**config.mk**
```make
export PLATFORM = sky130hd
export DESIGN_NAME = qif_spike_decoder_flat
export DESIGN_NICKNAME = d
export VERILOG_FILES = /design/src/rtl/qif_spike_decoder_if.sv /design/src/rtl/qif_spike_decoder.sv /design/src/flat_wrapper.sv
export SDC_FILE = /design/constraint.sdc
export NUM_CORES = 1
export LEC_CHECK = 0
export CAP_MARGIN = 20
export CORE_ASPECT_RATIO = 0.5
export CORE_MARGIN = 2
export CORE_UTILIZATION = 46
export DETAILED_ROUTE_END_ITERATION = 8
export GPL_TIMING_DRIVEN = 1
export PLACE_DENSITY = 0.78
export SLEW_MARGIN = 20
export SYNTH_ARGS = -nofsm -noshare
export SYNTH_HDL_FRONTEND = slang
export SYNTH_SLANG_ARGS = --single-unit
```
**constraint.sdc**
```tcl
create_clock -name clk -period 2.1 [get_ports clk]
set_clock_uncertainty 0.15 [all_clocks]
set_input_delay 0.315 -clock clk [delete_from_list [all_inputs] [get_ports clk]]
set_output_delay 0.315 -clock clk [all_outputs]
set_load 0.02 [all_outputs]
```
**src/rtl/qif_spike_decoder_if.sv**
```systemverilog
// qif_spike_decoder_if: valid/ready channel that carries inter-spike intervals
// from the decoder (master) to its consumer (slave).
interface qif_spike_decoder_if #(
    parameter int ISI_W = 16
);
    logic [ISI_W-1:0] isi_data;
    logic             isi_valid;
    logic             isi_ready;

    modport master (output isi_data, isi_valid, input isi_ready);
    modport slave  (input isi_data, isi_valid, output isi_ready);
endinterface

```
**src/rtl/qif_spike_decoder.sv**
```systemverilog
// qif_spike_decoder: spike detection and inter-spike interval readout for a QIF voltage stream.
// Define QIF_DEC_RATE_EN to add the windowed spike-rate counter.
module qif_spike_decoder #(
    parameter logic signed [7:0] VPEAK  = 8'sd50,
    parameter int                ISI_W  = 16,
    parameter int                WINDOW = 256,
    parameter int                RATE_W = 8
) (
    input  logic                     clk,
    input  logic                     rst_n,
    input  logic signed [7:0]        v_in,
    input  logic                     v_valid,
    output logic                     spike,
    qif_spike_decoder_if.master      isi,
    output logic                     overrun,
    output logic [RATE_W-1:0]        rate_count,
    output logic                     rate_valid
);
    typedef enum logic {IDLE, RUN} state_t;

    state_t           state, state_next;
    logic             armed, hit, spk, emit;
    logic [ISI_W-1:0] isi_cnt, cnt_next, isi_new;

    if (WINDOW < 2) begin : g_window_check
        $error("WINDOW must be at least 2");
    end

    assign hit = v_in >= VPEAK;
    assign spk = v_valid && armed && hit;

    // isi_new doubles as the saturating increment and as the emitted interval
    always_comb begin
        state_next = state;
        cnt_next   = isi_cnt;
        emit       = 1'b0;
        isi_new    = (&isi_cnt) ? isi_cnt : isi_cnt + 1'b1;
        if (v_valid && state == IDLE && spk) begin
            state_next = RUN;
            cnt_next   = '0;
        end else if (v_valid && state == RUN) begin
            emit     = spk;
            cnt_next = spk ? '0 : isi_new;
        end
    end

    always_ff @(posedge clk) begin
        if (rst_n)
            state <= IDLE;
        else
            state <= state_next;
    end

    always_ff @(posedge clk) begin
        if (rst_n) begin
            armed         <= 1'b1;
            isi_cnt       <= '0;
            spike         <= 1'b0;
            isi.isi_data  <= '0;
            isi.isi_valid <= 1'b0;
            overrun       <= 1'b0;
        end else begin
            isi_cnt <= cnt_next;
            spike   <= spk;
            if (v_valid)
                armed <= !hit;
            if (emit && (!isi.isi_valid || isi.isi_ready)) begin
                isi.isi_data  <= isi_new;
                isi.isi_valid <= 1'b1;
            end else begin
                if (emit)
                    overrun <= 1'b1;
                if (isi.isi_ready)
                    isi.isi_valid <= 1'b0;
            end
        end
    end

`ifdef QIF_DEC_RATE_EN
    localparam int             WW       = $clog2(WINDOW);
    localparam logic [WW-1:0]  WIN_LAST = WW'(WINDOW - 1);

    logic [WW-1:0]     win_cnt;
    logic [RATE_W-1:0] spk_cnt, spk_sum;
    logic              win_end;

    assign spk_sum = (&spk_cnt) ? spk_cnt : spk_cnt + RATE_W'(spk);
    assign win_end = v_valid && win_cnt == WIN_LAST;

    // the final sample's spike is folded into spk_sum before publishing
    always_ff @(posedge clk) begin
        if (rst_n) begin
            win_cnt    <= '0;
            spk_cnt    <= '0;
            rate_count <= '0;
            rate_valid <= 1'b0;
        end else begin
            rate_valid <= win_end;
            if (win_end)
                rate_count <= spk_sum;
            if (v_valid) begin
                win_cnt <= win_end ? '0 : win_cnt + 1'b1;
                spk_cnt <= win_end ? '0 : spk_sum;
            end
        end
    end
`else
    assign rate_count = '0;
    assign rate_valid = 1'b0;
`endif
endmodule

```
**src/flat_wrapper.sv**
```systemverilog
// flat-port wrapper written by rule: the top's interface ports become plain ports
module qif_spike_decoder_flat 
#(
    parameter logic signed [7:0] VPEAK  = 8'sd50,
    parameter int                ISI_W  = 16,
    parameter int                WINDOW = 256,
    parameter int                RATE_W = 8
)
  (clk, rst_n, v_in, v_valid, spike, overrun, rate_count, rate_valid, isi_isi_data, isi_isi_valid, isi_isi_ready);
  qif_spike_decoder_if #(.ISI_W(ISI_W)) isi_i ();
  input  logic clk;
  input  logic rst_n;
  input  logic signed [7:0] v_in;
  input  logic v_valid;
  output logic spike;
  output logic overrun;
  output logic [RATE_W-1:0] rate_count;
  output logic rate_valid;
  output wire logic [$bits(isi_i.isi_data)-1:0] isi_isi_data;
  output wire logic [$bits(isi_i.isi_valid)-1:0] isi_isi_valid;
  input wire logic [$bits(isi_i.isi_ready)-1:0] isi_isi_ready;
  assign isi_isi_data = isi_i.isi_data;
  assign isi_isi_valid = isi_i.isi_valid;
  assign isi_i.isi_ready = isi_isi_ready;
  qif_spike_decoder #(.VPEAK(VPEAK), .ISI_W(ISI_W), .WINDOW(WINDOW), .RATE_W(RATE_W)) u_core (.clk(clk), .rst_n(rst_n), .v_in(v_in), .v_valid(v_valid), .spike(spike), .isi(isi_i), .overrun(overrun), .rate_count(rate_count), .rate_valid(rate_valid));
endmodule
```
Word-level counts from Yosys, hierarchy flattened
Index checks and enable logic that the tools add are counted.
{"block": "word_totals", "register_bits": 37, "input_bits": 12, "output_inout_bits": 28, "elab_cells": 30}
{"block": "classes", "addsub": 1, "n_lt_le_gt_ge": 1, "n_mux": 6, "n_bitwise": 2, "reduce_logical": 13}
{"operator": "16-bit 2-to-1 mux", "n": 2}
{"operator": "16-bit by 1-bit adder with 16-bit output, second input constant", "n": 1}
{"operator": "16-bit AND reduction", "n": 1}
{"operator": "8-bit by 7-bit >= comparator with 1-bit output, second input constant", "n": 1}
{"operator": "1-bit logical AND", "n": 6}
{"operator": "1-bit 2-to-1 mux", "n": 4}
{"operator": "1-bit logical NOT", "n": 2}
{"operator": "1-bit NOT", "n": 2}
{"operator": "2-bit AND reduction", "n": 1}
{"operator": "2-bit nonzero test", "n": 1}
{"operator": "2-bit OR reduction", "n": 1}
{"operator": "1-bit logical OR", "n": 1}

Longest topological paths before layout
Gate-level depths: netlist of run 1.
{"block": "depth", "word_depth": 7, "mapped_depth": 7, "depth_no_buf": 6}

Worst setup path after synthesis of run 1
No wires, ideal clock.
{"block": "synth_path", "path_kind": "reg-to-reg", "from": "register u_core.isi_cnt[0]", "to": "register u_core.isi.isi_data[3]", "setup_time_ns": 0.086, "arrival_ns": 1.842, "required_ns": 1.864, "path_slack_ns": 0.022, "path_stages_with_launch": 7, "n_path_buf": 0, "synth_period_minus_slack_ns": 2.078, "cell_sequence": "dfxtp_1 ha_1 nand4_2 nor4_2 nor2_1 xnor2_1 a211oi_1"}
{"block": "synth_between", "elab_chain_cells": 2, "elab_cells_between_ends": 3, "classes_between": "add/sub (1); mux (1); reduce/logical (1)"}
{"element": "from (decl)", "line_no": "qif_spike_decoder.sv:23", "source": "logic [ISI_W-1:0] isi_cnt, cnt_next, isi_new;"}
{"element": "from (signal assigned)", "line_no": "qif_spike_decoder.sv:63", "source": "isi_cnt <= cnt_next;"}
{"element": "16-bit by 1-bit adder with 16-bit output or 16-bit AND reduction (tied branches)", "line_no": "qif_spike_decoder.sv:37", "source": "isi_new = (&isi_cnt) ? isi_cnt : isi_cnt + 1'b1;"}
{"element": "16-bit 2-to-1 mux *", "line_no": "qif_spike_decoder.sv:37"}
{"element": "to (signal assigned)", "line_no": "qif_spike_decoder.sv:68", "source": "isi.isi_data <= isi_new;"}
{"element": "to (decl)", "line_no": "qif_spike_decoder_if.sv:10", "source": "modport master (output isi_data, isi_valid, input isi_ready);"}
Mark *: on every way between the ends. The rest lies on a longest branch, timed or not.
A chain may end at the register's enable or synchronous reset.

Worst setup path after layout of run 1
{"block": "layout_path", "from": "register u_core.isi_cnt[0]", "to": "register u_core.isi.isi_data[6]"}
The elaborated chain is that of the path after synthesis.

==> run metrics, run 1 <==
required time of the critical path about 2.2 ns; Comb pwr share under 10%; die span in x approximately 96 µm; largest net degree at the start of global routing 26; fin crit period between 1.5 and 2 ns; status complete, no violations; Setup Fix Bufs, Post-CTS 0; H-tree depth 2; vias in the first global route approximately 1700; peak supply drop approximately 270 µV; die height 50.18 µm; via count roughly 1800; Layout Cells excl Fill 335; Finished Core Util between 60% and 70%; Seq/Total Area, Yosys 37.76%; slowest CP cell or4_4; Placed Cells between 300 and 400; Routed Antenna Nets 0; antenna fix cells 0; headroom to the max-slew limit a little over 60%; gpl congestion about 0.9; Hold Slack roughly 0.31 ns; CTS root buf clkbuf_8; CTS hold repair buffers 0; Site Rows 16; Multi-input gate area around 1100 µm²; critical path's top delay family simple AND/OR/NAND/NOR gates; startpoint types flip-flop; first-pass GRT wire length around 7.7 mm; Synth Register Bits 37; die area roughly 4800 µm²; reported net switching power approximately 330 µW; setup_tns 0 ns; Hold Fails Final Rpt 0; critical path arrival 2.07 ns; cells along the critical path ha_1 -> nand4_2 -> or4_4 -> a21oi_2 -> nand2_1 -> a21oi_2; # fillers between 300 and 400; grt ovf 0; final period utilization roughly 94%; GRT Util Overall a little over a fifth; Lkg Pwr around 0.90 nW; drt pass-1 iters 5; RSZ-0062 raised after global routing false; clock share of power a little over two fifths; 1st-iter DRT viols 138; Syn Area/Cell roughly 8.4 µm²; post-place instance area around 2400 µm²; largest cells by area after synthesis dfxtp_1 38%, nor2_1 6.5%, xor2_1 4.5%; clk slew on worst S/H paths roughly 0.080 ns; io pins 40; share of cells above drive strength 1 between 10% and 20%; share of total power in sequential cells between 40% and 50%; Post-Syn Area 1962 µm²; final instance area around 2500 µm²; Synth cell types 45; DP Wirelength 3.357 mm; initial antenna violation count 0; Final nets 293; Critical Path Source u_core.isi_cnt[0]$_SDFFE_PP0P_; P_int approximately 1.1 mW; worst setup margin between 0.1 and 0.15 ns; CP Class flip-flop to flip-flop; FF/Latch Area approximately 740 µm²; pre-CTS setup slack -0.1505 ns; Routed WL roughly 4.7 mm; CTS Buf Count 5; max-cap viol count 0; largest fanout on the critical path 12; HP Class flip-flop to flip-flop; Worst setup EP type flip-flop; core area between 4000 and 5000 µm²; Final Slew Violations 0; Least-Margin Pin Slew around 0.57 ns; pwr/cell area 584.1 nW/µm²; most frequent CP cell a21oi_2; initial core utilization between 40% and 50%; Yosys Warn Count 0; worst-skew pair later-pin latency approximately 0.29 ns; WL/cell around 14 µm; CP max stage delay roughly 0.57 ns; r2r startpoint u_core.isi_cnt[0]$_SDFFE_PP0P_; Yosys top cell area share between 30% and 40%; CTS tree yes; HP Start u_core.isi.isi_data[2]$_SDFFE_PP0P_; Syn Inst Count between 200 and 250; I/O Buffers 29; area grow syn2layout 28.83%; Setup-failing EPs final 0; vias per cell approximately 5.5; overall power between 1 and 1.5 mW; Buf/Inv on CP 0; leading area contributor after synthesis dfxtp_1; Clock Sinks 37; Max clock buf depth 2; DRC Markers 0; Sw Ratio between 20% and 30%; Max Fclk about 500 MHz
==> path summary, 6_finish.rpt <==
path,endpoint,slack (ns),cells after the start
worst max-delay path,u_core.isi.isi_data[6]$_SDFFE_PP0P_,0.12,6
worst max register to register,u_core.isi.isi_data[6]$_SDFFE_PP0P_,0.12,6
worst min-delay path,u_core.isi.isi_data[2]$_SDFFE_PP0P_,0.31,2
worst min register to register,u_core.isi.isi_data[2]$_SDFFE_PP0P_,0.31,2
==> power groups by stage <==
stage / Sequential (mW) / Combinational [mW] / Clock (mW)
after CTS: 0.714 / 0.113 / 0.655
after floorplan: 0.735 / 0.0674 / 0
after global routing: 0.714 / 0.123 / 0.681
after detailed placement: 0.730 / 0.113 / 0
after global placement: 0.730 / 0.111 / 0
final: 0.714 / 0.114 / 0.648
==> cells in the mapped netlist <==
cell type / n
a22oi_1: 1
o21ai_0: 2
and3_1: 3
nand2b_1: 2
nor4_1: 5
a21oi_1: 15
o311ai_2: 1
nand3_2: 1
a31oi_1: 1
a311oi_1: 3
and4_1: 3
nor3_1: 7
o211ai_1: 3
or4_1: 1
mux2i_1: 1
buf_6: 2
nand3b_1: 1
mux2_2: 2
xor2_1: 10
xnor2_1: 7
nand4_1: 4
clkbuf_1: 4
ha_1: 1
dfxtp_1: 37
nand4_2: 1
a211oi_1: 7
a21oi_2: 2
nand3_1: 13
nor2_1: 34
o21bai_1: 1
conb_1: 1
inv_1: 3
nand2_1: 23
o2111ai_1: 1
or2_2: 2
buf_2: 6
o311ai_0: 1
a211oi_4: 1
and2_1: 2
o21ai_2: 1
nor4_2: 1
a32oi_1: 2
buf_4: 11
or4_4: 1
nand4_4: 2
==> final cells by class <==
type                    instances  area share, %
multi-input cells             178          43.22
flip-flops and latches         37          29.36
repair buffers                 55          19.70
clock buffers                   7          3.416
well taps                      54          2.673
clock inverters                 1          1.188
inverters                       3         0.4455
==> state kept, by name, indices dropped and copies added, names as in the netlist <==
signal                flops
u_core.overrun            1
u_core.isi_cnt           16
u_core.isi.isi_valid      1
u_core.isi.isi_data      16
u_core.spike              1
u_core.armed              1
u_core.state              1
==> tightest hold or removal path: cells and delay by family, from the launching register on <==
| kind | cells | cell delay [ns] |
|---|---|---|
| AO/OA/AOI/OAI | 1 | 0.05 |
| flip-flops | 1 | 0.31 |
| AND/OR/NAND/NOR | 1 | 0.05 |
==> layout by cell type (no fill, tap or decap), drive strengths merged, types with 6 or more instances in the layout <==
master | Yosys | final
xor2 | 10 | 10
xnor2 | 7 | 7
nand2 | 23 | 23
nand3 | 14 | 14
conb | 1 | 9
clkdlybuf4s50 | 0 | 29
nand4 | 7 | 7
clkbuf | 4 | 7
a211oi | 8 | 8
nor2 | 34 | 34
dfxtp | 37 | 37
nor3 | 7 | 7
buf | 19 | 26
a21oi | 17 | 17
nor4 | 6 | 6
==> per-layer routing <==
layer	share of wire (%)	global-route usage [%]
met1	46	28.22
met2	44	33.22
met3	8.5	4.655
met4	1.4	8.451
met5	0	0
==> kinds of logic after synthesis <==
family	Yosys count	share of synthesized area, %
buf+inv	26	8.227
mux	3	1.658
fa+ha+maj	1	0.6377
flops	37	37.76
simple gates	106	28.38
other cells	1	0.1911
compound gates	42	15.56
xor+xnor	17	7.589
==> repair_timing <==
action	CTS	global route
gates resized for setup	0	2
hold endpoints to repair	0	0
setup endpoints to repair	0	5
(Power assumes the default switching activity.)
==> run 2, diff against run 1 <==
- GPL_TIMING_DRIVEN: 1 -> 0
==> run metrics, run 2 (synthesized netlist as in run 1, its figures left out) <==
status complete, no violations; worst-skew pair later-pin latency 0.29 ns (about the same); Finished Core Util 63.78% (+0.66 points); Final Slew Violations 0 (unchanged); post-place instance area 2350 µm² (-2.4%); cells along the critical path clkbuf_4 -> nand4_4 -> or4_4 -> buf_6 -> nand3_1 -> xor2_1 -> nor2_1; CTS tree yes; FF-to-FF setup slack 0.09 ns (-0.03 ns); reported net switching power 333.8 µW (+0.38%); critical path arrival 2.02 ns (-0.05 ns); most frequent cells in the layout 33 x nor2_1, 31 x dfxtp_1, 29 x clkdlybuf4s50_1; fin crit period 2.010 ns (+0.02998 ns); Sw Ratio 22.49% (-0.032 points); peak supply drop 308.9 µV (+16%); CTS Buf Count 5 (unchanged); Site Rows 16 (unchanged); WHS Path Cells 2 (unchanged); Final nets 293 (unchanged); Max Fclk 497.4 MHz (-1.5%); required time of the critical path 2.11 ns (-0.08 ns); die area 4835 µm² (unchanged); initial antenna violation count 0 (unchanged); Layout Cells excl Fill 335 (unchanged); vias in the first global route 1694 (+0.41%); H-tree depth 2 (unchanged); final period utilization 95.74% (+1.4 points); CP Class flip-flop to flip-flop; clock share of power 43.4% (-0.5 points); area grow syn2layout 30.17%; largest fanout on the critical path 10 (-2); largest net degree at the start of global routing 12 (-54%); die height 50.18 µm (unchanged); 1st-iter DRT viols 134 (-2.9%); worst setup margin 0.08954 ns (-0.02998 ns); gpl congestion 0.8892 (+1.3%); r2r worst-path depth 7 (+1); HP Class flip-flop to flip-flop; vias per cell 5.442 (-0.55%); slowest CP cell or4_4; DRC Markers 0 (unchanged); Least-Margin Pin Slew 0.5789 ns (+0.009139 ns); drt pass-1 iters 4 (-1); via count 1823 (-0.55%); WHS Endpoint u_core.isi.isi_data[0]$_SDFFE_PP0P_; Lkg Pwr 0.9110 nW (+1.6%); Routed WL 4.820 mm (+2.5%); Routed Antenna Nets 0 (unchanged); pwr/cell area 581.2 nW/µm² (-0.51%); # fillers 359 (+2.0%); antenna fix cells 0 (unchanged); Setup-failing EPs final 0 (unchanged); share of total power in sequential cells 48.1% (-0.3 points); Hold Fails Final Rpt 0 (unchanged); Comb pwr share 8.5% (+0.8 points); first-pass GRT wire length 7.921 mm (+2.8%); CTS root buf clkbuf_8; grt ovf 0 (unchanged); HP Start u_core.isi.isi_data[0]$_SDFFE_PP0P_; DP Wirelength 3.354 mm (about the same); Regs by FF count u_core.isi.isi_data (16), u_core.isi_cnt (16); Placed Cells 324 (-0.92%); share of cells above drive strength 1 18.86% (+1.1 points); headroom to the max-slew limit 61.05% (-0.89 points); Hold Slack 0.3060 ns (+0.0005850 ns); WL/cell 14.39 µm (+2.5%); startpoint types flip-flop; initial core utilization 49.00% (unchanged); Critical Path Source u_core.isi_cnt[8]$_SDFFE_PP0P_; core area 4004 µm² (unchanged); r2r startpoint u_core.isi_cnt[8]$_SDFFE_PP0P_; Worst setup EP type flip-flop; io pins 40 (unchanged); Max clock buf depth 2 (unchanged); CTS hold repair buffers 0 (unchanged); R2R Path End u_core.isi_cnt[5]$_SDFFE_PP0P_; clk slew on worst S/H paths 0.08 ns (about the same); CP max stage delay 0.59 ns (+0.02 ns); max-cap viol count 0 (unchanged); die span in x 96.36 µm (unchanged); GRT Util Overall 21.25% (+0.17 points); commonest non-fill, non-tap cell in the layout nor2_1; P_int 1.150 mW (+0.57%); I/O Buffers 29 (unchanged); final instance area 2554 µm² (+1.0%); Clock Sinks 37 (unchanged); pre-CTS setup slack -0.3753 ns (-0.2248 ns)
-- run 2: cell types whose count changed in the layout (fill, tap and decap cells not counted), moves of 2 or more --
cell,previous run,this run
buf_2,0,4
clkbuf_1,1,5
dfxtp_2,1,5
dfxtp_1,36,31
buf_6,0,3
buf_4,25,13
clkbuf_4,0,2
-- run 2: power groups by stage --
| stage | clock network (mW) | logic (mW) | registers [mW] |
|---|---|---|---|
| finish | 0.644 | 0.126 | 0.715 |
| detailed placement | 0 | 0.117 | 0.731 |
| global route | 0.678 | 0.136 | 0.715 |
| floorplan | 0 | 0.0674 | 0.735 |
| CTS | 0.655 | 0.120 | 0.715 |
| global placement | 0 | 0.116 | 0.730 |
-- run 2: critical path, delay by kind of cell (launching register included) --
kind,cells,cell delay (ns)
flip-flops,1,0.31
buffers and inverters,2,0.35
XOR/XNOR,1,0.17
AND/OR/NAND/NOR,4,0.91
-- run 2: what timing repair did --
item,4_1_cts,5_1_grt
gates resized for setup,6,11
setup endpoints to repair,30,28
setup buffers,2,1
pin swaps,1,5
-- run 2: final cells by class --
cell class              instances  area [µm²]  area share (%)
multi-input cells             178        1136           44.49
clock inverters                 1       30.03           1.176
plain buffers                  23       158.9           6.222
clock buffers                   7       86.33           3.381
well taps                      54       67.56           2.646
inverters                       3       11.26          0.4410
repair buffers                 32       312.8           12.25
flip-flops and latches         37       750.7           29.40
-- run 2: worst max-delay path by stage --
| stage | to | slack, ns | depth (start not counted) |
|---|---|---|---|
| after floorplan | u_core.isi.isi_data[3]$_SDFFE_PP0P_ | 0.02 | 6 |
| after global placement | u_core.isi.isi_data[2]$_SDFFE_PP0P_ | -0.37 | 8 |
| after detailed placement | u_core.isi.isi_data[14]$_SDFFE_PP0P_ | -0.38 | 8 |
| after CTS | u_core.isi.isi_data[6]$_SDFFE_PP0P_ | 0.04 | 7 |
| after global routing | u_core.isi.isi_data[8]$_SDFFE_PP0P_ | -0.02 | 8 |
| final | u_core.isi_cnt[5]$_SDFFE_PP0P_ | 0.09 | 7 |
-- run 2: per-layer routing --
layer / wire length [µm] / track usage [%] / up-vias
li1: - / - / 904
met1: 2264 / 29.74 / 844
met2: 2129 / 32.18 / 65
met3: 349 / 4.955 / 10
met4: 78 / 7.512 / 0
met5: 0 / 0 / -
-- run 2: metrics by stage --
stage / setup TNS (ns) / power, mW
2_1_floorplan: 0 / 0.8026
3_3_place_gp: -9.359 / 0.8460
3_5_place_dp: -9.575 / 0.8481
4_1_cts: 0 / 1.491
5_1_grt: -0.1035 / 1.529
6_report: 0 / 1.484
